<file path="config.mk">
export PLATFORM = sky130hd
export DESIGN_NAME = wb_mem_arbiter
export DESIGN_NICKNAME = d
export VERILOG_FILES = /design/src/rtl/wb_mem_arbiter.sv
export SDC_FILE = /design/constraint.sdc
export NUM_CORES = 1
export LEC_CHECK = 0
export BUFFER_PORTS_ARGS = -buffer_cell sky130_fd_sc_hd__buf_2
export CAP_MARGIN = 40
export CORE_AREA = 2 2 104 106
export CTS_CLUSTER_SIZE = 14
export DETAILED_ROUTE_END_ITERATION = 7
export DIE_AREA = 0 0 106 108
export MAX_ROUTING_LAYER = met4
export SLEW_MARGIN = 40
export SYNTH_ARGS = -nofsm -noshare
export SYNTH_HDL_FRONTEND = slang
export SYNTH_SLANG_ARGS = --single-unit
</file>
<file path="constraint.sdc">
create_clock -name sys_clk -period 1.8 [get_ports sys_clk]
set_input_delay 0.09 -clock sys_clk [delete_from_list [all_inputs] [get_ports sys_clk]]
set_output_delay 0.09 -clock sys_clk [all_outputs]
set_load 0.01 [all_outputs]
</file>
<file path="src/rtl/wb_mem_arbiter.sv">
// Two-master Wishbone-classic arbiter in front of one memory slave, with a stall timeout.
// Define ARB_RR_EN for round-robin on contention; otherwise the data port always wins.
module wb_mem_arbiter #(
  parameter int unsigned          ADDR_W   = 32,
  parameter int unsigned          DATA_W   = 32,
  parameter int unsigned          TIMEOUT  = 16,
  parameter logic [DATA_W-1:0]    ERR_DATA = 32'hDEADBEEF
) (
  input  logic              sys_clk,
  input  logic              sys_rst,
  input  logic [ADDR_W-1:0] instr_addr_i,
  input  logic              instr_stb_i,
  input  logic              instr_we_i,
  output logic [DATA_W-1:0] instr_data_o,
  output logic              instr_ack_o,
  input  logic [ADDR_W-1:0] data_addr_i,
  input  logic [DATA_W-1:0] data_data_i,
  input  logic              data_stb_i,
  input  logic              data_we_i,
  output logic [DATA_W-1:0] data_data_o,
  output logic              data_ack_o,
  output logic [ADDR_W-1:0] mem_addr_o,
  output logic [DATA_W-1:0] mem_data_o,
  output logic              mem_stb_o,
  output logic              mem_we_o,
  input  logic [DATA_W-1:0] mem_data_i,
  input  logic              mem_ack_i,
  output logic              timeout_err_o
);

  localparam int unsigned     CntW    = (TIMEOUT > 1) ? $clog2(TIMEOUT) : 1;
  localparam logic [CntW-1:0] CntLast = CntW'((TIMEOUT == 0) ? 0 : TIMEOUT - 1);
  localparam bit              TmoEn   = (TIMEOUT != 0);

  typedef enum logic [1:0] {StIdle, StBusI, StBusD} state_e;

  state_e            state_q, state_d;
  logic [CntW-1:0]   tmo_cnt_q, tmo_cnt_d;
  logic              pick_data;
  logic              sel_data;
  logic              gnt_stb;
  logic              gnt_ack;
  logic [DATA_W-1:0] gnt_data;

`ifdef ARB_RR_EN
  // Set when the most recent grant went to the data port.
  logic last_data_q, last_data_d;

  always_ff @(posedge sys_clk or negedge sys_rst) begin
    if (!sys_rst) begin
      last_data_q <= 1'b0;
    end else begin
      last_data_q <= last_data_d;
    end
  end
`endif

  always_ff @(posedge sys_clk or negedge sys_rst) begin
    if (!sys_rst) begin
      state_q   <= StIdle;
      tmo_cnt_q <= '0;
    end else begin
      state_q   <= state_d;
      tmo_cnt_q <= tmo_cnt_d;
    end
  end

  always_comb begin
    state_d       = state_q;
    tmo_cnt_d     = tmo_cnt_q;
    pick_data     = 1'b0;
    sel_data      = (state_q == StBusD);
    gnt_stb       = 1'b0;
    gnt_ack       = 1'b0;
    gnt_data      = '0;
    mem_addr_o    = '0;
    mem_data_o    = '0;
    mem_stb_o     = 1'b0;
    mem_we_o      = 1'b0;
    timeout_err_o = 1'b0;
`ifdef ARB_RR_EN
    last_data_d   = last_data_q;
`endif

    unique case (state_q)
      StIdle: begin
        if (data_stb_i && instr_stb_i) begin
`ifdef ARB_RR_EN
          pick_data = !last_data_q;
`else
          pick_data = 1'b1;
`endif
        end else begin
          pick_data = data_stb_i;
        end
        if (data_stb_i || instr_stb_i) begin
          state_d   = pick_data ? StBusD : StBusI;
          tmo_cnt_d = '0;
`ifdef ARB_RR_EN
          last_data_d = pick_data;
`endif
        end
      end
      StBusI, StBusD: begin
        gnt_stb    = sel_data ? data_stb_i : instr_stb_i;
        mem_addr_o = sel_data ? data_addr_i : instr_addr_i;
        mem_we_o   = sel_data ? data_we_i : instr_we_i;
        mem_data_o = sel_data ? data_data_i : '0;
        mem_stb_o  = gnt_stb;
        gnt_data   = mem_data_i;
        if (!gnt_stb) begin
          // Master abandoned the cycle: release the bus silently.
          state_d = StIdle;
        end else if (mem_ack_i) begin
          gnt_ack = 1'b1;
          state_d = StIdle;
        end else if (TmoEn && (tmo_cnt_q == CntLast)) begin
          mem_stb_o     = 1'b0;
          gnt_ack       = 1'b1;
          gnt_data      = ERR_DATA;
          timeout_err_o = 1'b1;
          state_d       = StIdle;
        end else begin
          tmo_cnt_d = tmo_cnt_q + 1'b1;
        end
      end
      default: state_d = StIdle;
    endcase

    instr_ack_o  = (state_q == StBusI) && gnt_ack;
    data_ack_o   = (state_q == StBusD) && gnt_ack;
    instr_data_o = (state_q == StBusI) ? gnt_data : '0;
    data_data_o  = (state_q == StBusD) ? gnt_data : '0;
  end

endmodule
</file>
Yosys cells after proc, flatten, opt, wreduce, memory -nomap -nowiden. Index checks and enable logic that the tools add are counted.

Output and inout port bits: 133. Input bits: 135. Logic and storage cells: 57. Bits in registers: 6.

Mux-type cells: 37. Equality and inequality tests: 8. $add $sub $neg: 1. Reductions and logical operators: 9.

Operator list (count): 2-to-1 mux 32 bit (10); 2-to-1 mux 1 bit (16); 2-to-1 mux 4 bit (4); 2-to-1 mux 2 bit (5); inequality test 2 bit, second input constant (4); one-hot mux 4 bit (2 select lines) (1); AND reduction 5 bit (1); adder 4 x 1 -> 4 bit, second input constant (1); equality test 4 bit, second input constant (1); inequality test 4 bit, second input constant (1); one-hot mux 2 bit (2 select lines) (1); logical AND 1 bit (3); equality test 2 x 1 -> 1 bit, second input constant (1); equality test 2 bit, second input constant (1); zero test 2 bit (1); AND reduction 2 bit (1); nonzero test 2 bit (1); OR reduction 2 bit (1); logical OR 1 bit (1).

Depth between registers and ports, before layout. Gate-level depths: netlist of run 1.

Word-level depth: 6. Depth in mapped cells: 8. Mapped depth without buffers: 6.

Least setup slack after synthesis of run 1. No wires, ideal clock.

Path type: flip-flop to output port. Start: register state_q[0]. End: output port data_data_o[10]. Data arrival time: 1.649 ns. Path slack: 0.061 ns. Buffers on the path: 3. Required time: 1.710 ns. Stages on the path, launching flop included: 9. Cells stage by stage: dfrtp_1 -> inv_1 -> ha_1 -> buf_2 -> mux2_4 -> and2_4 -> buf_6 -> buf_6 -> o21a_1.

Word-level cells in the longest chain between the ends: 5. Elaborated cells between the ends (all ways): 7. Those cells by class: eq/ne: 2; mux: 4; reduce/logical: 1.

Ends and longest elaborated chain: from (decl) (line 37) `state_e state_q, state_d;`; from (signal assigned) (line 60) `state_q <= StIdle;`; from (signal assigned) (line 63) `state_q <= state_d;`; equality test 2 bit (line 72, 85, 133); 2-to-1 mux 1 bit (line 105) `gnt_stb = sel_data ? data_stb_i : instr_stb_i;`; 2-to-1 mux 32 bit (line 111) `if (!gnt_stb) begin`; 2-to-1 mux 32 bit (line 85) `unique case (state_q)`; 2-to-1 mux 32 bit * (line 133) `data_data_o = (state_q == StBusD) ? gnt_data : '0;`; to (decl) (line 20) `output logic [DATA_W-1:0] data_data_o,`.

Every way passes the cells marked *; elsewhere a longest branch is shown, timed or not.

Final worst setup path of run 1.
Start: register state_q[1]. End: output port data_data_o[0].

Same word-level chain as after synthesis.

==> run metrics, run 1 <==
outcome=finished with violations; violated checks=setup timing; CTS clk-pin slew, worst paths=around 0.040 ns; most used routing layer=met2; vias per cell=around 4.5; Total GRT Usage=approximately 14%; site row count=37; CP arrival=1.79 ns; H-tree levels=1; Slew @ Worst Pin=around 0.37 ns; Yosys reg bits=6; setup TNS=-2.52 ns; crit share post-route=104%; Pre-antenna DRT Iters=4; Startpoint Class=flip-flop; worst path bufs/invs=2; register area share after synthesis=just over 8%; Area Overhead vs Synth=111%; RePlAce Congestion=about 0.83; core box area=between 10000 and 15000 µm²; syn_area_per_cell=7.47 µm²; CP endpoint kind=output port; pin count of the biggest net entering global routing=34; yosys warns=0; Initial Util=between 10% and 20%; worst-path cell chain=buf_6 > ha_4 > mux2_4 > and2_4 > o21a_1 > buf_2; die area=~11000 µm²; Synth Instances=242; met1 usage=roughly 14%; max cap viols=0; Syn Nets=about 380; Clock Tree Buf Depth=2; pwr dens=1310 nW/µm²; Final #Nets=660; CTS tree=yes; initial antenna violation count=0; met3 usage=under 10%; synthesized cell area=about 1800 µm²; static leakage=0.00218 µW; Fillers=between 1000 and 1500; Setup Crit Path Kind=reg2out; clock buffer count from CTS=3; layout cell share with drive strength beyond 1=between 60% and 70%; most common cell after layout, fill and taps aside=buf_2; Hold/Removal Path Class=in2async; DRC=0; vias post-DR=2927; TritonCTS Sinks=6; FMAX=around 530 MHz; Wirelength per Cell=between 10 and 15 µm; Final Power=5010 µW; cell taking the most area after synthesis=o21a_1; Ant. Diodes=0; Finished Layout Cells=roughly 660; worst IR drop on VDD=0.000662 V; PnR worst setup slack=-0.0761 ns; required time of the worst setup path=approximately 1.7 ns; Layout Skew=around 0.00080 ns; Slew Limit Headroom=between 70% and 80%; Netlist cell types=34; Synth area leaders=o21a_1 (20%), mux2i_1 (18%), nor2b_1 (12%); Root Buffer=clkbuf_8; worst skew pair latency=around 0.22 ns; I/O pin cnt=around 270; IO buf count=267; met2 GRT Util=~30%; Max Slew Vio Count=0; final setup fails=52; die height=108 µm; DP Cell Count=approximately 630; CP Max Fanout=6; Final Critical Period=between 1.5 and 2 ns; Hold Violations, Final=0; first-pass GRT wire length=12900 µm; RSZ-0062 raised after global routing=true; vias in the first global route=2610; Max stage delay cell, worst path=dfrtp_1; Detailed Route WL=a little under 10000 µm; most frequent cells in the layout=buf_2 (260), o21a_1 (48), nor2b_1 (34), and2_1 (32), mux2i_1 (32); DP HPWL=6460 µm; GRT Residual Overflow=0; CP peak stage delay=~0.39 ns; Top delay family on crit path=flip-flops; ANT nets after route=0; first-iteration detailed-routing DRC count=135; die width=106 µm; Yosys top cell area share=between 10% and 20%
[kinds of logic after synthesis]
kind of cell | count (synthesis) | synth area share (%)
and+or+nand+nor | 107 | 36.1
DFF | 6 | 8.31
buffers and inverters | 28 | 7.69
adders and majority gates | 4 | 2.77
muxes | 34 | 19.1
xor gates and xnor gates | 1 | 0.485
AOI/OAI and AO/OA | 62 | 25.6
[power breakdown]
group	switching (µW)	leakage (µW)	internal [µW]
clock network	52.0	0.0000216	143
logic	2220	0.00208	2370
registers	41.9	0.0000800	183
[layout make-up]
class                      instances  area [µm²]  share of cell area (%)
timing repair buffer             291        1740                    45.6
multi-input combinational        216        1700                    44.7
tap                              136         170                    4.46
sequential                         6         150                    3.93
clock buffer                       3        41.3                    1.08
inverter                           3        11.3                   0.295
[synthesized netlist by cell type (all sizes together)]
library cell / n
a22o: 1
a21oi: 4
mux2i: 33
o22a: 1
nor3: 1
a211o: 1
nand2b: 3
and3: 19
o22ai: 1
a31oi: 1
nor2b: 34
nand2: 6
nor2: 1
nor4: 1
xnor2: 1
mux2: 1
nor3b: 2
ha: 4
a31o: 1
o31a: 1
and2: 35
inv: 3
o21a: 48
buf: 10
o21ai: 2
nand3: 3
or2: 2
o221ai: 1
dfrtp: 6
clkbuf: 15
[sequential cells by signal, indices dropped and copies added, names as in the netlist]
| register | flops |
|---|---|
| tmo_cnt_q | 4 |
| state_q | 2 |
[metrics by stage]
stage | utilization (%) | cell area, µm² | setup slack (ns) | hold WS, ns
after floorplan | - | 1810 | 0.0606 | -0.206
after global placement | 32.4 | 3320 | 0.0628 | -0.0813
after detailed placement | 32.4 | 3320 | 0.0208 | -0.0792
after CTS | 35.5 | 3640 | -0.0646 | 0.219
after global routing | 37.3 | 3820 | -0.107 | 0.229
final | 37.3 | 3820 | -0.0761 | 0.218
[routing by layer]
layer / vias up / part of all wire (%)
met5: - / 0
met1: 1322 / 36
li1: 1411 / -
met2: 182 / 55
met4: 0 / 1.7
met3: 12 / 7.2
[worst reg2reg max path, stage by stage (launching register included)]
cell and delay [ns]:
dfrtp_1 0.39, inv_2 0.11, ha_4 0.18, buf_6 0.18, nand2b_1 0.12, a21oi_1 0.07
or2_2 0.33, a211o_1 0.29
[final timing paths]
check / depth (start not counted) / slack (ns) / to / start
max: 6 / -0.08 / data_data_o[0] / state_q[1]
min: 2 / 0.22 / tmo_cnt_q[2] / sys_rst
max reg2reg: 7 / 0.02 / tmo_cnt_q[2] / state_q[0]
min reg2reg: 1 / 0.57 / tmo_cnt_q[2] / tmo_cnt_q[2]
max in group asynchronous: 2 / 1.43 / state_q[0] / sys_rst
min in group sys_clk: 2 / 0.22 / state_q[1] / data_stb_i
[timing repair]
action / CTS / global route
gates cloned: 11 / 3
pin swaps: 4 / 11
buffers inserted: 3 / 2
gates resized for setup: 29 / 21
setup endpoints to repair: 97 / 105
hold buffers: 1 / 0
hold endpoints to repair: 6 / 0
No activity file was read; power rests on OpenSTA's default activity.
==> inputs of run 2 (changes only) <==
--- a/config.mk
+++ b/config.mk
@@ -12,6 +12,7 @@
 export DETAILED_ROUTE_END_ITERATION = 7
 export DIE_AREA = 0 0 106 108
 export MAX_ROUTING_LAYER = met4
+export PLACE_DENSITY = 0.5
 export SLEW_MARGIN = 40
 export SYNTH_ARGS = -nofsm -noshare
 export SYNTH_HDL_FRONTEND = slang
==> constraint.sdc (replaced) <==
create_clock -name sys_clk -period 1.8 [get_ports sys_clk]
set_input_delay 0.09 -clock sys_clk [delete_from_list [all_inputs] [get_ports sys_clk]]
set_output_delay 0.09 -clock sys_clk [all_outputs]
set_load 0.02 [all_outputs]
==> run 2 against run 1 <==
The run still ends with setup timing left. Die area unchanged. Total power increased by 21%. Fmax increased by 1.5%. Non-clock buffer count increased by 1. Via count unchanged. Combinational power increased by 23%. Worst hold slack improved by 0.010 ns. Cell area increased by 12%. Clock power about the same. Flip-flop and latch count unchanged. Sequential power about the same. Critical path depth unchanged. Highest routed layer unchanged.
==> run metrics, run 2 (synthesized netlist as in run 1, its figures left out) <==
PnR worst setup slack=-0.0475 ns (+0.0286 ns); Setup Crit Path Kind=reg2out; die height=108 µm (unchanged); DP HPWL=6570 µm (+1.7%); violated checks=setup timing; Finished Layout Cells=656 (+0.15%); CTS clk-pin slew, worst paths=0.04 ns (about the same); Pre-antenna DRT Iters=4 (unchanged); Final Critical Period=1.85 ns (-0.0286 ns); Detailed Route WL=9960 µm (+1.7%); outcome=finished with violations; vias per cell=4.46 (-0.15%); most frequent cells in the layout=buf_2 (200), buf_6 (70), o21a_1 (48), nor2b_1 (34), mux2i_1 (33); first-pass GRT wire length=13100 µm (+1.2%); crit share post-route=103% (-1.6 points); pin count of the biggest net entering global routing=36 (+5.9%); die width=106 µm (unchanged); Startpoint Class=flip-flop; DRC=0 (unchanged); initial antenna violation count=0 (unchanged); pwr dens=1420 nW/µm² (+8.5%); CP arrival=1.76 ns (-0.03 ns); Layout Skew=0.00292 ns (+0.00212 ns); first-iteration detailed-routing DRC count=143 (+5.9%); site row count=37 (unchanged); CP endpoint kind=output port; Max stage delay cell, worst path=dfrtp_1; FMAX=541 MHz (+1.5%); Slew @ Worst Pin=0.275 ns (-0.0913 ns); Max Slew Vio Count=0 (unchanged); final setup fails=42 (-19%); die area=11400 µm² (unchanged); GRT Residual Overflow=0 (unchanged); vias post-DR=2927 (unchanged); Hold/Removal Path Class=in2async; Root Buffer=clkbuf_8; Top delay family on crit path=flip-flops; CTS tree=yes; vias in the first global route=2711 (+3.9%); clock buffer count from CTS=3 (unchanged); TritonCTS Sinks=6 (unchanged); worst skew pair latency=0.22 ns (about the same); worst IR drop on VDD=0.000690 V (+4.1%); core box area=10200 µm² (unchanged); IO buf count=267 (unchanged); CP peak stage delay=0.38 ns (about the same); Final #Nets=661 (+0.15%); most common cell after layout, fill and taps aside=buf_2; Final Power=6070 µW (+21%); H-tree levels=1 (unchanged); Clock Tree Buf Depth=2 (unchanged); worst-path cell chain=inv_2 > ha_4 > mux2_4 > and2_4 > o21a_1 > buf_6; largest registers=tmo_cnt_q (4), state_q (2); Total GRT Usage=14.3% (-0.084 points); I/O pin cnt=268 (unchanged); max cap viols=0 (unchanged); Top reg by flops=tmo_cnt_q; worst path bufs/invs=2 (unchanged); RePlAce Congestion=0.817 (-1.7%); Ant. Diodes=0 (unchanged); Area Overhead vs Synth=136%; layout cell share with drive strength beyond 1=64.4% (+1.4 points); Slew Limit Headroom=81.5% (+6.0 points); ANT nets after route=0 (unchanged); Initial Util=17.7% (unchanged); CP Max Fanout=6 (unchanged); Hold Violations, Final=0 (unchanged); DP Cell Count=635 (+0.47%); RSZ-0062 raised after global routing=true; Wirelength per Cell=15.2 µm (+1.6%); static leakage=0.00221 µW (+1.6%); Fillers=983 (-6.8%); required time of the worst setup path=1.71 ns (about the same); number of flip-flops in the largest register=4 (unchanged)
run 2: cell types whose count changed in the layout (fill, tap and decap cells not counted), moves of 2 or more:
cell	change
and3_1	-9
buf_6	+60
buf_2	-60
buf_4	-2
buf_16	-3
buf_12	+3
and3_4	+9
clkbuf_16	+3
run 2: worst register-to-register path, cell delays in order, from the launching register on:
cell and delay, ns:
dfrtp_1 0.38, inv_2 0.09, ha_4 0.16, buf_6 0.17, nand2b_1 0.12, a21oi_1 0.07
or2_2 0.33, a211o_1 0.30
run 2: final cells by class:
cell class | instances | area [µm²] | share of cell area [%]
Clock buffer | 3 | 41.3 | 0.969
Sequential cell | 6 | 150 | 3.53
Timing Repair Buffer | 292 | 2130 | 50.1
Multi-Input combinational cell | 216 | 1750 | 41.1
Inverter | 3 | 11.3 | 0.264
Tap cell | 136 | 170 | 4.00
run 2: final timing paths:
path | start | end | slack, ns | depth (start not counted)
worst max-delay path | state_q[0] | data_data_o[16] | -0.05 | 6
worst min-delay path | sys_rst | tmo_cnt_q[0] | 0.23 | 2
worst max register to register | state_q[0] | tmo_cnt_q[2] | 0.05 | 7
worst min register to register | tmo_cnt_q[2] | tmo_cnt_q[2] | 0.58 | 1
max in group asynchronous | sys_rst | tmo_cnt_q[1] | 1.42 | 2
min in group sys_clk | data_stb_i | state_q[1] | 0.23 | 2
run 2: layer usage:
metal / vias to the layer above / part of all wire, % / global-route usage, %
met3: 16 / 8.7 / 2.29
li1: 1406 / - / -
met1: 1308 / 36 / 14.6
met5: - / 0 / -
met4: 0 / 1.9 / 2.63
met2: 197 / 53 / 28.8
run 2: power by group:
part | switching, µW | internal, µW | leakage (µW)
logic | 2970 | 2670 | 0.00211
clock network | 53.8 | 143 | 0.0000216
registers | 44.2 | 183 | 0.0000800
run 2: stage by stage:
stage	hold WS (ns)	area [µm²]	setup TNS, ns	worst slack, ns	utilization [%]
after detailed placement	-0.0726	3350	0	0.0391	32.8
final	0.229	4260	-0.699	-0.0475	41.6
after global placement	-0.0716	3350	0	0.0688	32.8
after CTS	0.228	3800	-1.27	-0.0481	37.1
after global routing	0.248	4260	-4.33	-0.0891	41.6
after floorplan	-0.206	1810	-0.0800	-0.0400	-
run 2: what timing repair did:
item                                    CTS  global route
buffers inserted                          2             1
endpoints found under the setup margin   99            87
hold endpoints to repair                  6             0
pin swaps                                 8            21
gates resized for setup                  98            89
cloned                                    8             7
hold buffers                              1             0
